<file path="config.mk">
export PLATFORM = sky130hd
export DESIGN_NAME = muldiv_ctrl
export DESIGN_NICKNAME = d
export VERILOG_FILES = /design/src/rtl/muldiv_ctrl.sv
export SDC_FILE = /design/constraint.sdc
export NUM_CORES = 1
export LEC_CHECK = 0
export ABC_AREA = 1
export BUFFER_PORTS_ARGS = -buffer_cell sky130_fd_sc_hd__buf_2
export CAP_MARGIN = 20
export CORE_MARGIN = 5
export CORE_UTILIZATION = 35
export DETAILED_ROUTE_END_ITERATION = 12
export PLACE_DENSITY = 0.56
export SETUP_SLACK_MARGIN = 0.02
export SLEW_MARGIN = 10
export SYNTH_ARGS = -nofsm -noshare
export SYNTH_HDL_FRONTEND = slang
export SYNTH_SLANG_ARGS = --single-unit
</file>
<file path="constraint.sdc">
create_clock -name clk -period 7.79 [get_ports clk]
set_input_delay 0.3895 -clock clk [delete_from_list [all_inputs] [get_ports clk]]
set_output_delay 0.3895 -clock clk [all_outputs]
set_load 0.05 [all_outputs]
</file>
<file path="src/rtl/muldiv_ctrl.sv">
// muldiv_ctrl: iterative multiply/divide sequencer that borrows the shared
// EX-stage ALU (one add/subtract per cycle) and commits a 2*WIDTH-bit result
// into the architectural HI/LO registers.
// Optional feature macro: MULDIV_SIGNED_EN (signed MULT/DIV via op[1]).
//
// state  | meaning
// -------+-----------------------------------------------------------
// IDLE   | ALU released, MTHI/MTLO accepted, waiting for start
// MUL    | shift-add iteration, one ALU add per cycle
// DIV    | restoring-divide iteration, one ALU subtract per cycle
// FIX_LO | signed only: negate low half (0 - lo) through the ALU
// FIX_HI | signed only: finish 64-bit negate or negate remainder

`ifndef REGISTER_WIDTH
`define REGISTER_WIDTH 32
`endif

module muldiv_ctrl #(
   parameter int WIDTH = `REGISTER_WIDTH
) (
   input  logic             clk,
   input  logic             rst_n,
   input  logic             start,
   input  logic [1:0]       op,
   input  logic [WIDTH-1:0] src_a,
   input  logic [WIDTH-1:0] src_b,
   input  logic             cancel,
   input  logic             wr_hi,
   input  logic             wr_lo,
   input  logic [WIDTH-1:0] wr_data,
   output logic             busy,
   output logic             done,
   output logic [WIDTH-1:0] hi,
   output logic [WIDTH-1:0] lo,
   output logic             alu_own,
   output logic [WIDTH-1:0] alu_a,
   output logic [WIDTH-1:0] alu_b,
   output logic [2:0]       alu_ctrl,
   input  logic [WIDTH-1:0] alu_result
);

   localparam int CW = (WIDTH > 1) ? $clog2(WIDTH) : 1;

   localparam logic [2:0] S_IDLE   = 3'd0;
   localparam logic [2:0] S_MUL    = 3'd1;
   localparam logic [2:0] S_DIV    = 3'd2;
`ifdef MULDIV_SIGNED_EN
   localparam logic [2:0] S_FIX_LO = 3'd3;
   localparam logic [2:0] S_FIX_HI = 3'd4;
`endif

   localparam logic [2:0] ALU_ADD = 3'b010;
   localparam logic [2:0] ALU_SUB = 3'b110;

   logic [2:0]       state_q, state_d;
   logic [WIDTH-1:0] acc_q, acc_d;
   logic [WIDTH-1:0] qr_q, qr_d;
   logic [WIDTH-1:0] opnd_q, opnd_d;
   logic [CW-1:0]    cnt_q, cnt_d;
   logic [WIDTH-1:0] hi_q, hi_d;
   logic [WIDTH-1:0] lo_q, lo_d;
   logic             done_q, done_d;

   logic [WIDTH-1:0] a_mag, b_mag;
   logic [WIDTH-1:0] r_shift;
   logic             carry;

`ifdef MULDIV_SIGNED_EN
   logic a_neg, b_neg;
   logic neg_lo_q, neg_lo_d;
   logic neg_hi_q, neg_hi_d;
   logic is_div_q, is_div_d;

   // Local negator turns signed operands into magnitudes at accept time so
   // the iteration core stays purely unsigned.
   assign a_neg = op[1] & src_a[WIDTH-1];
   assign b_neg = op[1] & src_b[WIDTH-1];
   assign a_mag = a_neg ? (WIDTH'(0) - src_a) : src_a;
   assign b_mag = b_neg ? (WIDTH'(0) - src_b) : src_b;
`else
   logic unused_op_sign;
   assign unused_op_sign = op[1];
   assign a_mag = src_a;
   assign b_mag = src_b;
`endif

   assign r_shift = {acc_q[WIDTH-2:0], qr_q[WIDTH-1]};
   assign carry   = (alu_result < alu_a);

   // Next-state, datapath and ALU-borrow logic
   always_comb begin
      state_d  = state_q;
      acc_d    = acc_q;
      qr_d     = qr_q;
      opnd_d   = opnd_q;
      cnt_d    = cnt_q;
      hi_d     = hi_q;
      lo_d     = lo_q;
      done_d   = 1'b0;
      alu_a    = '0;
      alu_b    = '0;
      alu_ctrl = 3'b000;
`ifdef MULDIV_SIGNED_EN
      neg_lo_d = neg_lo_q;
      neg_hi_d = neg_hi_q;
      is_div_d = is_div_q;
`endif

      case (state_q)
         S_IDLE: begin
            if (start) begin
               acc_d   = '0;
               cnt_d   = CW'(WIDTH - 1);
               opnd_d  = op[0] ? b_mag : a_mag;
               qr_d    = op[0] ? a_mag : b_mag;
               state_d = op[0] ? S_DIV : S_MUL;
`ifdef MULDIV_SIGNED_EN
               neg_lo_d = a_neg ^ b_neg;
               neg_hi_d = op[0] ? a_neg : (a_neg ^ b_neg);
               is_div_d = op[0];
`endif
            end
         end
         S_MUL: begin
            alu_a    = acc_q;
            alu_b    = qr_q[0] ? opnd_q : '0;
            alu_ctrl = ALU_ADD;
            acc_d    = {carry, alu_result[WIDTH-1:1]};
            qr_d     = {alu_result[0], qr_q[WIDTH-1:1]};
         end
         S_DIV: begin
            alu_a    = r_shift;
            alu_b    = opnd_q;
            alu_ctrl = ALU_SUB;
            if (acc_q[WIDTH-1] | (r_shift >= opnd_q)) begin
               acc_d = alu_result;
               qr_d  = {qr_q[WIDTH-2:0], 1'b1};
            end else begin
               acc_d = r_shift;
               qr_d  = {qr_q[WIDTH-2:0], 1'b0};
            end
         end
`ifdef MULDIV_SIGNED_EN
         S_FIX_LO: begin
            alu_b    = qr_q;
            alu_ctrl = ALU_SUB;
            if (neg_lo_q) qr_d = alu_result;
            state_d  = S_FIX_HI;
         end
         S_FIX_HI: begin
            // -{hi,lo} = {~hi + (lo==0), -lo}; the remainder alone is ~rem + 1
            alu_a    = ~acc_q;
            alu_b    = is_div_q ? WIDTH'(1) : {{(WIDTH-1){1'b0}}, (qr_q == '0)};
            alu_ctrl = ALU_ADD;
            if (neg_hi_q) acc_d = alu_result;
            hi_d     = acc_d;
            lo_d     = qr_q;
            done_d   = 1'b1;
            state_d  = S_IDLE;
         end
`endif
         default: state_d = S_IDLE;
      endcase

      if ((state_q == S_MUL) || (state_q == S_DIV)) begin
         if (cnt_q == '0) begin
`ifdef MULDIV_SIGNED_EN
            if (neg_lo_q | neg_hi_q) begin
               state_d = S_FIX_LO;
            end else begin
               hi_d    = acc_d;
               lo_d    = qr_d;
               done_d  = 1'b1;
               state_d = S_IDLE;
            end
`else
            hi_d    = acc_d;
            lo_d    = qr_d;
            done_d  = 1'b1;
            state_d = S_IDLE;
`endif
         end else begin
            cnt_d = cnt_q - CW'(1);
         end
      end

      if (cancel) begin
         state_d = S_IDLE;
         done_d  = 1'b0;
         hi_d    = hi_q;
         lo_d    = lo_q;
      end

      // Commits only happen outside IDLE, so MTHI/MTLO never collide with one.
      if (state_q == S_IDLE) begin
         if (wr_hi) hi_d = wr_data;
         if (wr_lo) lo_d = wr_data;
      end
   end

   // State and datapath registers
   always_ff @(posedge clk or negedge rst_n) begin
      if (!rst_n) begin
         state_q  <= S_IDLE;
         acc_q    <= '0;
         qr_q     <= '0;
         opnd_q   <= '0;
         cnt_q    <= '0;
         hi_q     <= '0;
         lo_q     <= '0;
         done_q   <= 1'b0;
`ifdef MULDIV_SIGNED_EN
         neg_lo_q <= 1'b0;
         neg_hi_q <= 1'b0;
         is_div_q <= 1'b0;
`endif
      end else begin
         state_q  <= state_d;
         acc_q    <= acc_d;
         qr_q     <= qr_d;
         opnd_q   <= opnd_d;
         cnt_q    <= cnt_d;
         hi_q     <= hi_d;
         lo_q     <= lo_d;
         done_q   <= done_d;
`ifdef MULDIV_SIGNED_EN
         neg_lo_q <= neg_lo_d;
         neg_hi_q <= neg_hi_d;
         is_div_q <= is_div_d;
`endif
      end
   end

   assign busy    = (state_q != S_IDLE);
   assign alu_own = busy;
   assign done    = done_q;
   assign hi      = hi_q;
   assign lo      = lo_q;

endmodule

</file>
Yosys cells after proc, flatten, opt, wreduce, memory -nomap -nowiden
Index checks and enable logic that the tools add are counted.
{ "op_classes": {"addsub": 1, "n_mux": 35, "n_eq_ne": 2, "order_cmp": 2, "n_bitwise": 1, "n_reduce_logical": 6} }
{ "ops": {"columns": ["op", "count"], "rows": [
  ["2-to-1 mux 32 bit", 16],
  ["case mux 32 bit (3 select lines)", 2],
  ["case mux 32 bit (2 select lines)", 2],
  ["greater-or-equal comparator 32 bit", 1],
  ["< comparator 32 bit", 1],
  ["2-to-1 mux 5 bit", 4],
  ["2-to-1 mux 3 bit", 4],
  ["case mux 3 bit (2 select lines)", 2],
  ["logical NOT 5 bit", 1],
  ["subtractor 5 x 1 -> 5 bit (second input constant)", 1],
  ["2-to-1 mux 1 bit", 4],
  ["== test 3 x 1 -> 1 bit (second input constant)", 1],
  ["== test 3 x 2 -> 1 bit (second input constant)", 1],
  ["logical NOT 3 bit", 1],
  ["nonzero test 3 bit", 1],
  ["2-to-1 mux 2 bit", 1],
  ["AND reduction 2 bit", 1],
  ["OR reduction 2 bit", 1],
  ["logical OR 1 bit", 1],
  ["bitwise OR 1 bit", 1]
]} }
{ "totals": {"in_bits": 136, "output_inout_bits": 134, "ff_bits": 169, "wordCells": 55} }

Longest topological paths before layout
{ "depth": {"ltp_word": 9, "depth_mapped": 22} }

Worst setup path after synthesis
OpenSTA, ideal clock, no wires.
{ "synth_path": {"kind": "register to register", "from": "reg state_q[1]", "to": "reg hi_q[31] (netlist: hi[31])", "period_less_slack_ps": 3837, "t_arrival_ps": 3714, "setup_slack_ps": 3953, "setup_time_ps": 123, "stages_incl_launch_ff": 20, "path_cell_list": "dfrtp_1 -> nor3_2 -> inv_2 -> buf_2 -> clkbuf_1 -> clkbuf_1 -> o21ai_0 -> inv_1 -> ha_1 -> nand2_1 -> o21ai_0 -> nand3_1 -> nand2_1 -> nand2_1 -> a21oi_1 -> nor2_1 -> nand2_1 -> nand3_1 -> nand2_1 -> a21oi_1"} }
{ "synth_between": {"elab_chain_len": 9, "elab_cells_between_ends": 12, "cone_classes": "1 x order compare; 2 x eq/ne; 7 x mux; 2 x reduce/logical"} }
{ "synth_lines": {"columns": ["element", "line_no", "text"], "rows": [
  ["from (decl)", "55", "logic [2:0] state_q, state_d;"],
  ["from (signal assigned)", "218", "state_q <= state_d;"],
  ["== test 3 x 2 -> 1 bit or == test 3 x 1 -> 1 bit (tied branches)", "109", "case (state_q)"],
  ["case mux 32 bit (2 select lines) *", "109", null],
  ["net alu_a[19]", "36", "output logic [WIDTH-1:0] alu_a,"],
  ["< comparator 32 bit *", "88", "assign carry = (alu_result < alu_a);"],
  ["case mux 32 bit (3 select lines) *", "109", null],
  ["net acc_d[31]", "56", "logic [WIDTH-1:0] acc_q, acc_d;"],
  ["2-to-1 mux 32 bit *", "166", "if (cnt_q == '0) begin"],
  ["2-to-1 mux 32 bit *", "165", "if ((state_q == S_MUL) || (state_q == S_DIV)) begin"],
  ["2-to-1 mux 32 bit *", "187", "if (cancel) begin"],
  ["2-to-1 mux 32 bit", "196", "if (wr_hi) hi_d = wr_data;"],
  ["2-to-1 mux 32 bit *", "195", "if (state_q == S_IDLE) begin"],
  ["net hi_d[31]", "60", "logic [WIDTH-1:0] hi_q, hi_d;"],
  ["to (signal assigned)", "223", "hi_q <= hi_d;"],
  ["to (decl)", "60", null]
]} }
The timed path passes the listed nets; every way through them passes the cells marked *.
A chain may end at the register's enable or synchronous reset.

Final worst setup path
{ "layout_path": {"from": "reg state_q[0]", "to": "reg lo_q[31] (netlist: lo[31])"} }
{ "layout_between": {"elab_chain_len": 7, "elab_cells_between_ends": 10, "cone_classes": "2 x eq/ne; 6 x mux; 2 x reduce/logical"} }
{ "layout_lines": {"columns": ["element", "line_no", "text"], "rows": [
  ["== test 3 x 2 -> 1 bit, or another cell as far along", "109", null],
  ["case mux 32 bit (3 select lines) *", "109", null],
  ["net qr_d[31]", "57", "logic [WIDTH-1:0] qr_q, qr_d;"],
  ["2-to-1 mux 32 bit *", "166", null],
  ["2-to-1 mux 32 bit *", "165", null],
  ["2-to-1 mux 32 bit *", "187", null],
  ["2-to-1 mux 32 bit", "197", "if (wr_lo) lo_d = wr_data;"],
  ["2-to-1 mux 32 bit *", "195", null],
  ["net lo_d[31]", "61", "logic [WIDTH-1:0] lo_q, lo_d;"],
  ["to (signal assigned)", "224", "lo_q <= lo_d;"],
  ["to (decl)", "61", null]
]} }
Marked as above.

==> results.rst <==
.. list-table::
   :header-rows: 1

   * - Metric
     - Value
   * - Final Cycle Share
     - 49.6%
   * - Final-report max-slew violation count
     - 0
   * - Post-synthesis sequential area ratio
     - 38.7%
   * - Setup-violating endpoint count in the final report
     - 0
   * - Minimum setup slack among reg-to-reg paths
     - 3920 ps
   * - Xor/xnor share of the synthesized area
     - 0.0801%
   * - Adder-Cell Fraction of Synth Area
     - 7.32%
   * - Number of buffers inserted during clock tree synthesis
     - 17
   * - Type of the most critical hold path
     - primary input to flip-flop
   * - Vias after detailed routing
     - 10900
   * - Footprint of the multi-input gates
     - 5500 sq um
   * - Top-level I/O count
     - 270
   * - Clock tree root buffer cell
     - sky130_fd_sc_hd__clkbuf_16
   * - Total grt overflow
     - 0
   * - Core area
     - 30700 sq um
   * - Outcome
     - finished clean
   * - Count of nets after finishing
     - 1959
   * - Mapped Area
     - 10900 sq um
   * - Worst-case vdd ir drop
     - 0.105 mV
   * - Complex-gate fraction of the synthesized area
     - 22.1%
   * - Number of standard cells after synthesis
     - 1540
   * - Routed length per instance
     - 18.0 microns
   * - Number of sinks handled by clock tree synthesis
     - 169
   * - Global-route wire length before repair
     - 61.9 mm
   * - Area growth syn-to-layout
     - 20.5%
   * - Logic pwr share
     - 34.0%
   * - Worst slew pin tran
     - 1000 ps
   * - Maximum capacitance violations
     - 0
   * - Detail Route Antenna Nets
     - 0
   * - Height of the die
     - 187 microns
   * - Seq cells post-synth
     - 169
   * - TNS Setup
     - 0 ps
   * - First-pass iteration count of the detailed router
     - 5
   * - Flop pwr share
     - 36.8%
   * - Layout cells sized above 1
     - 20.7%
   * - Number of I/O port buffers
     - 267
   * - Required time of the critical path
     - 8100 ps
   * - Post-DP HPWL
     - 29.4 mm
   * - Effective utilization at floorplan
     - 35.6%
   * - Largest fanout on the critical path
     - 35
   * - Layout filler cell count
     - 3245
   * - Data arrival time of the critical path
     - 4170 ps
   * - Post-synthesis simple-gate area fraction
     - 20.4%
   * - Worst setup EP type
     - flip-flop
   * - Power dissipated by switching net loads
     - 0.00123 W
   * - Peak clock frequency supported by timing
     - 0.259 GHz
   * - Clk pin slew, worst setup/hold paths
     - 70 ps
   * - # Post-CTS Setup Buffers
     - 0
   * - Post-route worst hold slack
     - 199 ps
   * - Routability congestion estimate
     - 0.887
   * - RSZ-0062 raised after global routing
     - no
   * - Die width
     - 187 microns
   * - Antenna violations before repair
     - 6
   * - Fin crit period
     - 3870 ps
   * - Die Outline Area
     - 34900 sq um
   * - Clk pwr share
     - 29.2%
   * - Switching share of power
     - 40.2%
   * - Crit Path Class
     - flip-flop to flip-flop
   * - Final hold viol count
     - 0
   * - Slew margin rel.
     - 32.9%
   * - FF+latch area
     - 4230 sq um
   * - Share of cell area taken by muxes after synthesis
     - 0.0915%
   * - Clk buf depth
     - 2
   * - Warnings from Yosys
     - 0
   * - Areal power density over the cells
     - 233 nW/um^2
   * - Number of global-route vias before repair
     - 10700
   * - Count of standard-cell rows
     - 64
   * - Main combinational cell family by area after synthesis
     - compound AO/OA/AOI/OAI gates
   * - Startpoint type of the worst setup path
     - flip-flop
   * - Global router's overall resource usage
     - 22.1%
   * - CTS tree
     - done
   * - Post-route DRC
     - 0
   * - Int Pwr
     - 0.00184 W
   * - DR iter-0 viols
     - 890
   * - Per-cell via count in the routed design
     - 5.00
   * - Post-Syn Area per Cell
     - 7.10 sq um
   * - Total detailed-routing wirelength
     - 39.1 mm
   * - Source-to-sink clock delay at the later pin of the worst-skew pair
     - 430 ps
   * - Leakage power
     - 6.73 nW
   * - Count of distinct cell types in the synthesized netlist
     - 41
   * - Worst clock skew
     - 16.8 ps
   * - Largest net degree at the start of global routing
     - 73
   * - H-tree Lvls
     - 4
==> power by group through the flow <==
stage          Combinational, W  Sequential [W]  Clock, W
6_report                0.00104         0.00113  0.000896
5_1_grt                 0.00116         0.00115  0.000948
4_1_cts                 0.00105         0.00113  0.000915
3_5_place_dp            0.00104         0.00114         0
3_3_place_gp            0.00103         0.00114         0
2_1_floorplan          0.000528         0.00132         0
==> final timing paths <==
kind | from | depth (start not counted) | end
setup / recovery | state_q[0] | 13 | lo[31]
hold / removal | wr_data[3] | 3 | lo[3]
hold reg to reg | cnt_q[1] | 2 | cnt_q[1]
min in group asynchronous | rst_n | 2 | lo[25]
setup reg to reg | state_q[0] | 13 | lo[31]
max in group asynchronous | rst_n | 4 | opnd_q[13]
==> timing repair <==
action / CTS / global route
hold buffers: 1 / 0
resized for setup: 0 / 0
hold endpoints to repair: 54 / 0
==> registers in the layout, indices dropped and copies added (netlist names) <==
signal,count
lo,32
cnt_q,5
opnd_q,32
state_q,3
done,1
qr_q,32
acc_q,32
hi,32
==> Yosys cell counts <==
cell type	n	share of area, %
sky130_fd_sc_hd__a211oi_1	2	0.14
sky130_fd_sc_hd__a21boi_0	1	0.069
sky130_fd_sc_hd__a21o_1	1	0.069
sky130_fd_sc_hd__a21oi_1	156	7.1
sky130_fd_sc_hd__a22oi_1	1	0.069
sky130_fd_sc_hd__a31oi_1	1	0.057
sky130_fd_sc_hd__buf_1	6	0.21
sky130_fd_sc_hd__buf_2	20	0.91
sky130_fd_sc_hd__buf_4	4	0.27
sky130_fd_sc_hd__buf_6	3	0.31
sky130_fd_sc_hd__clkbuf_1	52	1.8
sky130_fd_sc_hd__clkinv_1	1	0.034
sky130_fd_sc_hd__conb_1	1	0.034
sky130_fd_sc_hd__dfrtp_1	169	39
sky130_fd_sc_hd__ha_1	64	7.3
sky130_fd_sc_hd__inv_1	215	7.4
sky130_fd_sc_hd__inv_2	10	0.34
sky130_fd_sc_hd__mux2i_1	1	0.091
sky130_fd_sc_hd__nand2_1	357	12
sky130_fd_sc_hd__nand2_2	2	0.11
sky130_fd_sc_hd__nand3_1	40	1.8
sky130_fd_sc_hd__nand4_1	6	0.34
sky130_fd_sc_hd__nand4_2	1	0.11
sky130_fd_sc_hd__nor2_1	148	5.1
sky130_fd_sc_hd__nor2_2	2	0.11
sky130_fd_sc_hd__nor2_4	2	0.21
sky130_fd_sc_hd__nor3_1	1	0.046
sky130_fd_sc_hd__nor3_2	1	0.091
sky130_fd_sc_hd__nor3_4	1	0.15
sky130_fd_sc_hd__nor4_1	1	0.057
sky130_fd_sc_hd__o2111ai_1	2	0.16
sky130_fd_sc_hd__o211ai_1	33	2.3
sky130_fd_sc_hd__o21a_1	2	0.14
sky130_fd_sc_hd__o21ai_0	118	5.4
sky130_fd_sc_hd__o21ai_1	48	2.2
sky130_fd_sc_hd__o21ai_2	30	2.4
sky130_fd_sc_hd__o21bai_1	1	0.069
sky130_fd_sc_hd__o22ai_1	32	1.8
sky130_fd_sc_hd__o31ai_1	2	0.14
sky130_fd_sc_hd__or2_0	1	0.057
sky130_fd_sc_hd__xor2_1	1	0.080
==> stage by stage <==
stage | cell area, sq um | worst slack [ps] | std cells | total power (W) | util [%]
floorplan | 10900 | 3950 | 1541 | 0.00185 | -
global placement | 12500 | 3920 | 2134 | 0.00217 | 40.7
detailed placement | 12500 | 3850 | 2134 | 0.00219 | 40.7
CTS | 13100 | 3860 | 2167 | 0.00309 | 42.7
global route | 13200 | 3610 | 2173 | 0.00325 | 42.9
finish | 13200 | 3920 | 2173 | 0.00307 | 42.9
==> logic make-up after synthesis <==
group	count (synthesis)
AOI/OAI and AO/OA	430
xor gates and xnor gates	1
adders and majority gates	64
buffers and inverters	311
DFF	169
muxes	1
other	1
and+or+nand+nor	563
==> cells in the final DEF, fill, tap and decap left out, types with 2 or more instances in the layout <==
cell and instances:
sky130_fd_sc_hd__buf_2 266, sky130_fd_sc_hd__nor2_1 148, sky130_fd_sc_hd__inv_8 2, sky130_fd_sc_hd__nand3_1 40, sky130_fd_sc_hd__o21ai_1 48, sky130_fd_sc_hd__o211ai_1 33, sky130_fd_sc_hd__clkinv_2 3, sky130_fd_sc_hd__clkbuf_16 17
sky130_fd_sc_hd__inv_6 4, sky130_fd_sc_hd__nand2_2 2, sky130_fd_sc_hd__o21a_1 2, sky130_fd_sc_hd__ha_1 64, sky130_fd_sc_hd__clkinvlp_4 2, sky130_fd_sc_hd__o21ai_0 118, sky130_fd_sc_hd__nor2_4 2, sky130_fd_sc_hd__dfrtp_1 169
sky130_fd_sc_hd__nand4_1 6, sky130_fd_sc_hd__o2111ai_1 2, sky130_fd_sc_hd__bufinv_16 3, sky130_fd_sc_hd__a211oi_1 2, sky130_fd_sc_hd__buf_4 15, sky130_fd_sc_hd__a21oi_1 155, sky130_fd_sc_hd__nor3_4 2, sky130_fd_sc_hd__inv_2 12
sky130_fd_sc_hd__o22ai_1 32, sky130_fd_sc_hd__o31ai_1 2, sky130_fd_sc_hd__diode_2 5, sky130_fd_sc_hd__inv_1 214, sky130_fd_sc_hd__o21ai_2 30, sky130_fd_sc_hd__conb_1 2, sky130_fd_sc_hd__nand2_1 357, sky130_fd_sc_hd__nor2_2 2
==> metal layers <==
layer	part of all wire (%)	GRT usage, %	up-vias
met5	0.033	0	-
met3	4.3	2.86	42
met1	48	32.2	5053
li1	-	-	5447
met4	2.2	6.29	2
met2	46	34.7	315
==> critical path: stages (launching register included) <==
cell and delay [ps]:
sky130_fd_sc_hd__dfrtp_1 430, sky130_fd_sc_hd__nor2_2 160, sky130_fd_sc_hd__inv_2 80, sky130_fd_sc_hd__nor2_4 750, sky130_fd_sc_hd__inv_2 520, sky130_fd_sc_hd__nand2_2 240
sky130_fd_sc_hd__nor2_2 40, sky130_fd_sc_hd__buf_4 260, sky130_fd_sc_hd__inv_2 80, sky130_fd_sc_hd__nand2_1 100, sky130_fd_sc_hd__inv_2 670, sky130_fd_sc_hd__o21ai_1 170
sky130_fd_sc_hd__nor2_1 120, sky130_fd_sc_hd__o21ai_1 70
==> layout make-up <==
type	count	area share (%)
multi-input combinational	1061	41.7
clock buffer	17	3.23
sequential	169	32.1
tap	396	3.76
antenna	5	0.0949
clock inverter	15	1.41
timing repair buffer	284	11.3
inverter	226	6.43
(Power assumes the default switching activity.)
